### config.mk
export PLATFORM = sky130hd
export DESIGN_NAME = seg_595_scan_ctrl
export DESIGN_NICKNAME = d
export VERILOG_FILES = /design/src/rtl/seg_595_scan_ctrl.sv
export SDC_FILE = /design/constraint.sdc
export NUM_CORES = 1
export LEC_CHECK = 0
export ABC_CLOCK_PERIOD_IN_PS = 7100
export BUFFER_PORTS_ARGS = -buffer_cell sky130_fd_sc_hd__buf_2
export CAP_MARGIN = 20
export CORE_ASPECT_RATIO = 1.25
export CORE_MARGIN = 3
export CORE_UTILIZATION = 31
export CTS_BUF_LIST = sky130_fd_sc_hd__clkbuf_16
export CTS_CLUSTER_SIZE = 16
export DETAILED_ROUTE_END_ITERATION = 12
export GPL_ROUTABILITY_DRIVEN = 1
export GPL_TIMING_DRIVEN = 0
export HOLD_SLACK_MARGIN = 0.15
export PLACE_DENSITY_LB_ADDON = 0.05
export SLEW_MARGIN = 30
export SYNTH_ARGS = -nofsm -noshare
export SYNTH_HDL_FRONTEND = slang
export SYNTH_SLANG_ARGS = --single-unit
### constraint.sdc
create_clock -name sys_clk -period 7.1 [get_ports sys_clk]
set_clock_uncertainty 0.1 [all_clocks]
set_input_delay 0 -clock sys_clk [delete_from_list [all_inputs] [get_ports sys_clk]]
set_output_delay 0 -clock sys_clk [all_outputs]
set_load 0.01 [all_outputs]
### src/rtl/seg_595_scan_ctrl.sv
`default_nettype none
// ============================================================================
// Module   : seg_595_scan_ctrl
// Brief    : Six-digit dynamic-scan scheduler driving a 74HC595 chain. Each
//            slot shifts {one-hot select, segment code} MSB first, then
//            latches it. Optional macro SEG_595_DIG_MASK_EN adds dig_en.
// Revision : 1.0 - initial release
// ============================================================================
module seg_595_scan_ctrl #(
    parameter int CNT_SCAN_MAX = 50_000,
    parameter int DIG_NUM      = 6
) (
    input  logic                 sys_clk,
    input  logic                 sys_rst,
    input  logic [8*DIG_NUM-1:0] seg_data,
    input  logic                 data_vld,
`ifdef SEG_595_DIG_MASK_EN
    input  logic [DIG_NUM-1:0]   dig_en,
`endif
    output logic                 ds,
    output logic                 shcp,
    output logic                 stcp,
    output logic                 oe,
    output logic                 frame_done
);

    localparam int              c_CW        = $clog2(CNT_SCAN_MAX);
    localparam int              c_WW        = DIG_NUM + 8;
    localparam logic [c_CW-1:0] c_SHIFT_END = c_CW'(4 * c_WW - 1);
    localparam logic [c_CW-1:0] c_LATCH_END = c_CW'(4 * c_WW + 1);
    localparam logic [c_CW-1:0] c_SLOT_END  = c_CW'(CNT_SCAN_MAX - 1);
    localparam logic [2:0]      c_LAST_DIG  = 3'(DIG_NUM - 1);

    typedef enum logic [1:0] {
        ST_IDLE  = 2'd0,
        ST_SHIFT = 2'd1,
        ST_LATCH = 2'd2,
        ST_WAIT  = 2'd3
    } state_t;

    state_t                 r_state_q, w_state_d;
    logic [c_CW-1:0]        r_cnt_q, w_cnt_d;
    logic [2:0]             r_dig_q, w_dig_d;
    logic [8*DIG_NUM-1:0]   r_shadow_q, w_shadow_d;
    logic [8*DIG_NUM-1:0]   r_active_q, w_active_d;
    logic                   r_ds_q, w_ds_d;
    logic                   r_shcp_q, w_shcp_d;
    logic                   r_stcp_q, w_stcp_d;
    logic                   r_oe_q, w_oe_d;
    logic                   r_frame_done_q, w_frame_done_d;
    logic                   w_frame_start;
    logic                   w_park_d;
    logic [2:0]             w_last_dig;
    logic [DIG_NUM-1:0]     w_sel;
    logic [c_WW-1:0]        w_word;
    logic [3:0]             w_bit;

`ifdef SEG_595_DIG_MASK_EN
    logic       r_park_q;
    logic       w_en_any;
    logic       w_en_wrap;
    logic [2:0] w_en_low;
    logic [2:0] w_en_high;
    logic [2:0] w_en_next;

    // Descending scans leave the lowest qualifying index in the result.
    always_comb begin
        w_en_any  = |dig_en;
        w_en_low  = 3'd0;
        w_en_high = 3'd0;
        w_en_next = 3'd0;
        w_en_wrap = 1'b1;
        for (int k = DIG_NUM - 1; k >= 0; k--) begin
            if (dig_en[k]) w_en_low = 3'(k);
        end
        for (int k = 0; k < DIG_NUM; k++) begin
            if (dig_en[k]) w_en_high = 3'(k);
        end
        w_en_next = w_en_low;
        for (int k = DIG_NUM - 1; k >= 0; k--) begin
            if (dig_en[k] && (3'(k) > r_dig_q)) begin
                w_en_next = 3'(k);
                w_en_wrap = 1'b0;
            end
        end
    end

    assign w_last_dig = w_en_high;

    always_ff @(posedge sys_clk) begin
        if (sys_rst) r_park_q <= 1'b0;
        else         r_park_q <= w_park_d;
    end
`else
    assign w_last_dig = c_LAST_DIG;
`endif

    // Next-state logic; active is refreshed only at a frame start so a frame never tears.
    always_comb begin
        w_state_d     = r_state_q;
        w_cnt_d       = r_cnt_q;
        w_dig_d       = r_dig_q;
        w_frame_start = 1'b0;
`ifdef SEG_595_DIG_MASK_EN
        w_park_d      = r_park_q;
`else
        w_park_d      = 1'b0;
`endif
        w_shadow_d    = data_vld ? seg_data : r_shadow_q;
        unique case (r_state_q)
            ST_IDLE: begin
`ifdef SEG_595_DIG_MASK_EN
                if (w_en_any) begin
                    w_state_d     = ST_SHIFT;
                    w_dig_d       = w_en_low;
                    w_cnt_d       = '0;
                    w_frame_start = 1'b1;
                end else begin
                    w_state_d = ST_WAIT;
                    w_park_d  = 1'b1;
                end
`else
                w_state_d     = ST_SHIFT;
                w_dig_d       = 3'd0;
                w_cnt_d       = '0;
                w_frame_start = 1'b1;
`endif
            end
            ST_SHIFT: begin
                w_cnt_d = r_cnt_q + c_CW'(1);
                if (r_cnt_q == c_SHIFT_END) w_state_d = ST_LATCH;
            end
            ST_LATCH: begin
                w_cnt_d = r_cnt_q + c_CW'(1);
                if (r_cnt_q == c_LATCH_END) w_state_d = ST_WAIT;
            end
            ST_WAIT: begin
`ifdef SEG_595_DIG_MASK_EN
                if (r_park_q) begin
                    if (w_en_any) begin
                        w_state_d     = ST_SHIFT;
                        w_dig_d       = w_en_low;
                        w_cnt_d       = '0;
                        w_frame_start = 1'b1;
                        w_park_d      = 1'b0;
                    end
                end else if (r_cnt_q == c_SLOT_END) begin
                    if (w_en_any) begin
                        w_state_d     = ST_SHIFT;
                        w_dig_d       = w_en_next;
                        w_cnt_d       = '0;
                        w_frame_start = w_en_wrap;
                    end else begin
                        w_park_d = 1'b1;
                    end
                end else begin
                    w_cnt_d = r_cnt_q + c_CW'(1);
                end
`else
                if (r_cnt_q == c_SLOT_END) begin
                    w_state_d     = ST_SHIFT;
                    w_cnt_d       = '0;
                    w_dig_d       = (r_dig_q == c_LAST_DIG) ? 3'd0 : r_dig_q + 3'd1;
                    w_frame_start = (r_dig_q == c_LAST_DIG);
                end else begin
                    w_cnt_d = r_cnt_q + c_CW'(1);
                end
`endif
            end
            default: w_state_d = ST_IDLE;
        endcase
        w_active_d = w_frame_start ? w_shadow_d : r_active_q;
    end

    // Pin values are derived from next-state so they register alongside the FSM.
    always_comb begin
        w_sel          = DIG_NUM'(1) << w_dig_d;
        w_word         = {w_sel, w_active_d[{w_dig_d, 3'b000} +: 8]};
        w_bit          = 4'(c_WW - 1) - w_cnt_d[5:2];
        w_ds_d         = (w_state_d == ST_SHIFT) ? w_word[w_bit] : r_ds_q;
        w_shcp_d       = (w_state_d == ST_SHIFT) && w_cnt_d[1];
        w_stcp_d       = (w_state_d == ST_LATCH);
        w_frame_done_d = (w_state_d == ST_LATCH) && (w_cnt_d == c_LATCH_END) &&
                         (w_dig_d == w_last_dig);
        w_oe_d         = r_oe_q;
        if (w_park_d)                    w_oe_d = 1'b1;
        else if (w_state_d == ST_LATCH)  w_oe_d = 1'b0;
    end

    always_ff @(posedge sys_clk) begin
        if (sys_rst) begin
            r_state_q      <= ST_IDLE;
            r_cnt_q        <= '0;
            r_dig_q        <= 3'd0;
            r_shadow_q     <= '0;
            r_active_q     <= '0;
            r_ds_q         <= 1'b0;
            r_shcp_q       <= 1'b0;
            r_stcp_q       <= 1'b0;
            r_oe_q         <= 1'b1;
            r_frame_done_q <= 1'b0;
        end else begin
            r_state_q      <= w_state_d;
            r_cnt_q        <= w_cnt_d;
            r_dig_q        <= w_dig_d;
            r_shadow_q     <= w_shadow_d;
            r_active_q     <= w_active_d;
            r_ds_q         <= w_ds_d;
            r_shcp_q       <= w_shcp_d;
            r_stcp_q       <= w_stcp_d;
            r_oe_q         <= w_oe_d;
            r_frame_done_q <= w_frame_done_d;
        end
    end

    assign ds         = r_ds_q;
    assign shcp       = r_shcp_q;
    assign stcp       = r_stcp_q;
    assign oe         = r_oe_q;
    assign frame_done = r_frame_done_q;

endmodule
`default_nettype wire
Word level (Yosys, flattened, before mapping)
Index checks and enable logic that the tools add are counted.
{"block": "totals", "regBits": 122, "latchBits": 0, "mem_bits_rw": 0, "rom_bits": 0, "elab_cells": 47, "mem_count": 0}
{"block": "classes", "addsub": 3, "multipliers": 0, "div_mod_pow": 0, "magnitude_cmp": 1, "n_eq_ne": 11, "shift": 2, "mux": 15, "n_bitwise": 0, "reduce_logical": 5}
{"op": "$mux 48", "count": 2}
{"op": "$eq 16x6->1 const B", "count": 3}
{"op": "$pmux 16 s3", "count": 1}
{"op": "$shiftx 48x7->8", "count": 1}
{"op": "$add 16x1->16 const B", "count": 1}
{"op": "$eq 16x16->1 const B", "count": 1}
{"op": "$mux 16", "count": 1}
{"op": "$pmux 2 s4", "count": 1}
{"op": "$eq 2x2->1 const B", "count": 3}
{"op": "$eq 3x3->1 const B", "count": 2}
{"op": "$mux 2", "count": 3}
{"op": "$mux 3", "count": 2}
{"op": "$pmux 3 s2", "count": 1}
{"op": "$shl 1x3->6 const A", "count": 1}
{"op": "$lt 4x5->1 const B", "count": 1}
{"op": "$bmux 1 s4", "count": 1}
{"op": "$eq 2x1->1 const B", "count": 2}
{"op": "$sub 4x4->4 const A", "count": 1}
{"op": "$add 3x1->3 const B", "count": 1}
{"op": "$logic_and 1x1->1", "count": 3}
{"op": "$logic_not 2->1", "count": 1}
{"op": "$mux 1", "count": 2}
{"op": "$pmux 1 s2", "count": 1}
{"op": "$reduce_or 2->1", "count": 1}

Logic depth before layout (Yosys ltp)
Gate-level depths: netlist of the first run.
{"block": "logic_depth", "ltp_word": 7, "depth_mapped": 16, "depth_no_buf": 15}

Worst setup path before layout of the first run
Ideal clock, no wire load.
{"block": "synth_timing", "path_kind": "register to register", "start": "register r_cnt_q[10]", "end": "register r_ds_q, in the netlist ds", "t_arrival_ns": 3.334, "required_time_ns": 6.909, "path_slack_ns": 3.575, "stages_incl_launch_ff": 16, "n_path_buf": 2, "synth_period_minus_slack_ns": 3.525, "cell_sequence": "dfxtp_1 buf_4 or4_4 o41ai_2 or3_1 clkbuf_1 inv_1 ha_1 inv_1 nand2_1 mux2_2 o311ai_0 a32oi_1 o31a_1 o41a_1 a311oi_1"}
{"block": "synth_between", "word_cells_on_any_way": 20}
{"item": "from (decl)", "line": "42", "text": "logic [c_CW-1:0] r_cnt_q, w_cnt_d;"}
{"item": "from (signal assigned)", "line": "204", "text": "r_cnt_q <= w_cnt_d;"}
{"item": "$eq 16x16->1", "line": "160", "text": "if (r_cnt_q == c_SLOT_END) begin"}
{"item": "$mux 16", "line": "160"}
{"item": "$pmux 16 s3", "line": "110", "text": "unique case (r_state_q)"}
{"item": "$sub 4x4->4", "line": "179", "text": "w_bit = 4'(c_WW - 1) - w_cnt_d[5:2];"}
{"item": "via w_bit[1]", "line": "56", "text": "logic [3:0] w_bit;"}
{"item": "$bmux 1 s4", "line": "180", "text": "w_ds_d = (w_state_d == ST_SHIFT) ? w_word[w_bit] : r_ds_q;"}
{"item": "$mux 1 (implied by the code)", "line": "180"}
{"item": "to (signal assigned)", "line": "208", "text": "r_ds_q <= w_ds_d;"}
{"item": "to (decl)", "line": "46", "text": "logic r_ds_q, w_ds_d;"}
The timed path passes the listed nets, and every way through them passes these cells. The select of a mux whose other input is x is not followed.
A chain may end at the register's enable or synchronous reset.

Worst setup path in the final report of the first run
{"block": "layout_timing", "start": "register r_state_q[0]", "end": "register r_ds_q, in the netlist ds"}
{"block": "layout_between", "elab_chain_len": 6, "word_cells_on_any_way": 19}
{"item": "from (decl)", "line": "41", "text": "state_t r_state_q, w_state_d;"}
{"item": "from (signal assigned)", "line": "203", "text": "r_state_q <= w_state_d;"}
{"item": "$eq 2x2->1 / $eq 2x1->1 (equally long branches)", "line": "110"}
{"item": "$reduce_or 2->1 (no line)"}
{"item": "$pmux 16 s3 *", "line": "110"}
{"item": "$sub 4x4->4 *", "line": "179"}
{"item": "via w_bit[1]", "line": "56"}
{"item": "$bmux 1 s4 *", "line": "180"}
{"item": "$mux 1 (implied by the code) *", "line": "180"}
The timed path passes the listed nets; every way through them passes the cells marked *. The select of a mux whose other input is x is not followed.

==> impl_metrics.toml, run 1 <==
[logic_synthesis]
yosysTopAreaCellShare_pct = 44.1
ys_seq_area_share_pct = 44.1
synth_area_um2 = 5540
ys_seq_elements = 122
ys_warn_count = 0
yosys.area.top_type = "dfxtp_1"
syn_inst = 599
syn_nets = 659
synth_area_per_cell_um2 = 9.25
ys.flop_type = "dfxtp_1"
ys_async_sr_fraction_pct = 0
yosysUniqueCellTypes = 56
synthTopCellsByArea = "dfxtp_1 (44%), mux2i_1 (12%), nor2_1 (8.1%)"
synth_edf_count = 0

[place]
place_hpwl_mm = 11.3
placedCellCount = 877
globalplace.congestion = 0.821
place.port_buffers = 54

[drt]
wl_mm = 15.8
first_pass_iters = 4
ant_nets = 0
vias = 4550
drc = 0
wl_met3_um = 410
drtIter0Drc = 233
wire_per_inst_um = 16.5
wl_met2_mm = 8.14
maxUsedRoutingLayer = "met4"
vias_per_cell = 4.74
met1_length_mm = 7.07

[critical_path]
crit_required_ns = 7.31
cp-end-kind = "flop"
startpoint = "r_state_q[0]"
r2r_start = "r_state_q[0]"
cp-start-kind = "flop"
cp_cell_sequence = "inv_1, ha_1, nand4b_1, o41ai_2, or3_1, clkbuf_1, inv_1, ha_1, inv_1, nand2_1, mux2_2, o311ai_0, a32oi_1, o31a_1, o41a_1, a311oi_1"
crit_top_cell = "inv_1"
arrival_ns = 4.30
cp_slowest_cell = "o41ai_2"
critPathBufInv = 4
critPathTopFamily = "compound AO/OA/AOI/OAI gates"
crit_fanout = 8
crit_type = "reg2reg"
slowest_delay_ns = 0.45

[timing]
rsz0062_at_grt = "no"
finalSetupViolCount = 0
tightest_slew_ns = 0.930
relSlewSlack_pct = 38.0
hold_violations = 0
finalSetupTns_ns = 0
period_needed_ns = 4.09
fin_crit_sh_pct = 57.6
timing.fmax_ghz = 0.245
final_max_slew_viol_count = 0

[global_routing]
first_global_vias = 4671
grt_pass1_wl_mm = 25.2
antenna_found_initial = 0
overflow = 0
grt_usage_pct = 16.6
grt_max_degree = 17

[layout]
area_delta_synth_final_pct = 29.5
drive_gt1_share_pct = 17.1
final-instance-count-excl-fill = 959
nFillCells = 1762
fin_nets = 782
antenna_cells = 0

[cts]
postCtsSetupRepairBufs = 0
numClockSinks = 122
h-tree-depth = 4
cts_tree = "built"
clk_latency_ns = 0.41
cts_buffers = 17
root_buffer = "clkbuf_16"
cts_max_path_buffers = 2
clkTransAtPathRegs_ns = 0.05
cts_resized = 0
ctsHoldBuffers = 50

[run]
drv_cap = 0

[power]
power_density_nw_per_um2 = 251
ir_drop_uv = 124
power.leakage_nw = 2.93

[floorplanning]
start_util_pct = 31.7
fp-row-count = 54
die_width_um = 126
coreArea_um2 = 17500
fp.dieH_um = 155
fp.dieArea_um2 = 19500
io_pins = 56

[status]
status = "finished, final reports clean"

[worst_hold_path]
hold_start = "seg_data[27]"
min_path_type = "in2reg"
kinds of logic after synthesis:
logic type,after synthesis,share of synthesized area [%]
AOI/OAI and AO/OA,85,11.2
xor gates and xnor gates,19,3.00
adders and majority gates,9,2.03
buffers and inverters,55,4.40
DFF,122,44.1
muxes,90,16.8
and+or+nand+nor,219,18.4
report_power, final:
| part | switching [W] | internal (W) | total, W |
|---|---|---|---|
| Combinational | 0.000110 | 0.0000953 | 0.000205 |
| Clock | 0.000311 | 0.000544 | 0.000855 |
| Sequential | 0.0000114 | 0.000726 | 0.000737 |
metal layers:
layer  track usage, %  vias up
met3             3.26       11
met5                0        -
met4             5.48        0
met2             29.5       76
li1                 -     2324
met1             19.9     2139
placed cells by master (no fill, tap or decap), types with 3 or more instances in the layout:
cell,n
dfxtp_1,122
xnor2_1,11
dlygate4sd3_1,50
ha_1,9
a221oi_1,3
inv_1,16
o21a_1,4
nor4_1,5
nor2_1,119
buf_1,4
or3_1,3
xor2_1,8
nand3_1,8
mux2i_1,64
bufinv_16,3
a211oi_1,22
nand4_1,4
o21ai_0,19
clkinvlp_4,4
nand2b_1,3
buf_2,57
mux2_2,26
buf_4,5
nor2b_1,25
or2_2,4
a21oi_1,7
clkbuf_16,17
nor3_1,7
clkinv_1,3
o22ai_1,4
clkbuf_1,27
o221ai_1,4
nand2_1,26
through the flow:
step	instance area (um^2)	utilization [%]	worst slack (ns)	hold WS, ns	total power, W
after global routing	7180	41.0	2.71	0.319	0.00188
final	7180	41.0	3.01	0.306	0.00180
after detailed placement	6090	34.8	3.05	0.173	0.000938
after floorplan	5540	-	3.57	0.0613	0.000877
after CTS	7180	41.0	2.99	0.279	0.00183
after global placement	6090	34.8	3.07	0.165	0.000934
sequential cells by signal, indices dropped and copies added, names as in the netlist:
name / count
ds: 1
r_dig_q: 3
r_shadow_q: 48
r_state_q: 2
frame_done: 1
shcp: 1
r_active_q: 48
stcp: 1
oe: 1
r_cnt_q: 16
worst paths after layout:
| kind | to | slack [ns] | depth (start not counted) |
|---|---|---|---|
| setup reg to reg | ds | 3.01 | 16 |
| hold / removal | r_shadow_q[27] | 0.31 | 4 |
| setup / recovery | ds | 3.01 | 16 |
| hold reg to reg | oe | 0.37 | 2 |
layout make-up:
type                    count  area, um^2  share of cell area, %
inverters                  14        52.6                  0.732
clock buffers              17         425                   5.93
multi-input cells         422        2860                   39.8
well taps                 224         280                   3.91
plain buffers              41         191                   2.67
repair buffers            104         771                   10.7
flip-flops and latches    122        2440                   34.0
clock inverters            15         158                   2.20
Yosys cell counts (5+ instances only):
cell type  count
a211oi_1      22
inv_1         14
clkbuf_1      27
dfxtp_1      122
mux2i_1       64
nand3_1        8
a21oi_1        7
ha_1           9
o21ai_0       19
nor2b_1       25
nor2_1       119
xnor2_1       11
nor3_1         7
xor2_1         8
mux2_2        26
nor4_1         5
buf_4          5
nand2_1       26
tightest hold or removal path, delay by kind of cell:
family	cells	cell delay, ns
buffers and inverters	2	0.62
muxes	1	0.08
and+or+nand+nor	1	0.08
Power figures use the tool's default switching activity.
==> inputs of run 2 (changes only) <==
ABC_CLOCK_PERIOD_IN_PS = 3900   (was 7100)
clock period = 3.9 ns   (was 7.1 ns; I/O delays follow)
==> run 2 against run 1 <==
Compared with the run above:
- total power up 83%
- worst setup slack lost 2.8 ns
- via count is 0.20% lower
- final cell count grew 0.21%
- die area did not move
- critical path type unchanged
- critical endpoint unchanged
- largest power group unchanged
==> impl_metrics.toml, run 2 (synthesis gave the netlist of run 1 again) <==
[cts]
cts_tree = "built"
root_buffer = "clkbuf_16"
numClockSinks = 122
clk_latency_ns = 0.41
clkTransAtPathRegs_ns = 0.06
h-tree-depth = 4
cts_max_path_buffers = 2
cts_buffers = 17

[layout]
multiInputGateArea_um2 = 2940
nFillCells = 1747
final_util_pct = 41.8
biggestRegsByFlops = "r_active_q: 48 flops, r_shadow_q: 48 flops, r_cnt_q: 16 flops"
layout.area.seq_um2 = 2450
drive_gt1_share_pct = 20.2
mostFrequentLayoutCells = "nor2_1 (119), dfxtp_1 (118), mux2i_1 (63), buf_2 (55), dlygate4sd3_1 (50)"
final_common_cell = "nor2_1"
antenna_cells = 0
final_cell_area_um2 = 7320
fin_nets = 784
area_delta_synth_final_pct = 32.1

[power]
power.leakage_nw = 2.99
swShare_pct = 24.1
pwr-share-comb_pct = 11.9
clockPowerShare_pct = 47.3
p_switching_w = 0.000794
power_density_nw_per_um2 = 450
ir_drop_uv = 227
power.internal_w = 0.00250
p_seq_share_pct = 40.8

[critical_path]
crit_required_ns = 4.12
cp-end-kind = "flop"
crit_type = "reg2reg"
crit_top_cell = "inv_1"
cp_slowest_cell = "o41ai_4"
crit_fanout = 8
slowest_delay_ns = 0.51
r2r_slack_ns = 0.18
cp-start-kind = "flop"
cp_cell_sequence = "inv_1, ha_2, nand4b_1, o41ai_4, or3_4, inv_1, ha_2, inv_1, nand2_1, mux2_2, o311ai_0, a32oi_1, o31a_1, o41a_1, a311oi_1"
arrival_ns = 3.93

[timing]
hold_violations = 0
relSlewSlack_pct = 38.1
fin_crit_sh_pct = 95.4
worst_slack_ns = 0.181
timing.fmax_ghz = 0.269
period_needed_ns = 3.72
finalSetupViolCount = 0
tightest_slew_ns = 0.921
final_max_slew_viol_count = 0

[global_routing]
antenna_found_initial = 0
grt_max_degree = 17
first_global_vias = 4686
grt_pass1_wl_mm = 25.2
overflow = 0
grt_usage_pct = 16.6

[drt]
wl_mm = 16.0
vias = 4541
drtIter0Drc = 253
ant_nets = 0
first_pass_iters = 4
vias_per_cell = 4.73
drc = 0
wire_per_inst_um = 16.6

[place]
globalplace.congestion = 0.821
dp_worst_setup_slack_ns = -0.147
placed_area_um2 = 6090
place_hpwl_mm = 11.3
place.port_buffers = 54

[run]
drv_cap = 0

[floorplanning]
fp.dieH_um = 155
io_pins = 56
start_util_pct = 31.7
fp-row-count = 54
die_width_um = 126
fp.dieArea_um2 = 19500
coreArea_um2 = 17500

[worst_hold_path]
min_path_type = "in2reg"

[status]
status = "finished, final reports clean"
run 2: power by group through the flow:
stage / clock (W) / sequential [W] / combinational (W)
after global placement: 0 / 0.00137 / 0.000333
after floorplan: 0 / 0.00136 / 0.000233
after CTS: 0.00161 / 0.00134 / 0.000389
after global routing: 0.00165 / 0.00135 / 0.000436
final: 0.00156 / 0.00134 / 0.000392
after detailed placement: 0 / 0.00137 / 0.000339
run 2: stage by stage:
stage / instances / setup TNS (ns) / total power (W) / hold slack (ns)
floorplan: 599 / 0 / 0.00160 / 0.0613
global placement: 877 / -0.132 / 0.00170 / 0.165
detailed placement: 877 / -0.147 / 0.00171 / 0.173
CTS: 960 / 0 / 0.00334 / 0.279
finish: 961 / 0 / 0.00329 / 0.304
global route: 961 / -0.0115 / 0.00344 / 0.319
run 2: what timing repair did:
action                     in CTS  in global routing
hold buffers                   50                  0
gates resized for setup         4                 24
hold endpoints to repair       97                  0
setup endpoints to repair       1                  9
setup buffers                   2                  5
pin swaps                       1                  7
run 2: worst max-delay path, delay by kind of cell (launching register included):
kind / cells / cell delay [ns]
muxes: 1 / 0.26
adders and majority gates: 2 / 0.68
buffers and inverters: 3 / 0.26
and+or+nand+nor: 3 / 0.53
DFF: 1 / 0.37
AOI/OAI and AO/OA: 6 / 1.43
run 2: worst paths after layout:
kind / start / end / cells after the start
worst min-delay path: seg_data[27] / r_shadow_q[27] / 4
worst max register to register: r_state_q[0] / ds / 15
worst max-delay path: r_state_q[0] / ds / 15
worst min register to register: oe / oe / 2
run 2: layout make-up:
class	count	area share (%)
clock buffer	17	5.81
timing repair buffer	111	11.4
clock inverter	15	2.15
inverter	14	0.718
tap	224	3.83
buffer	36	2.51
sequential	122	33.4
multi-input combinational	422	40.1
run 2: layer usage:
layer	vias to the layer above	GRT usage [%]	share of wire, %
li1	2325	-	-
met1	2146	20.0	45
met2	57	29.6	52
met3	13	3.26	2.0
met4	0	5.48	1.5
met5	-	0	0
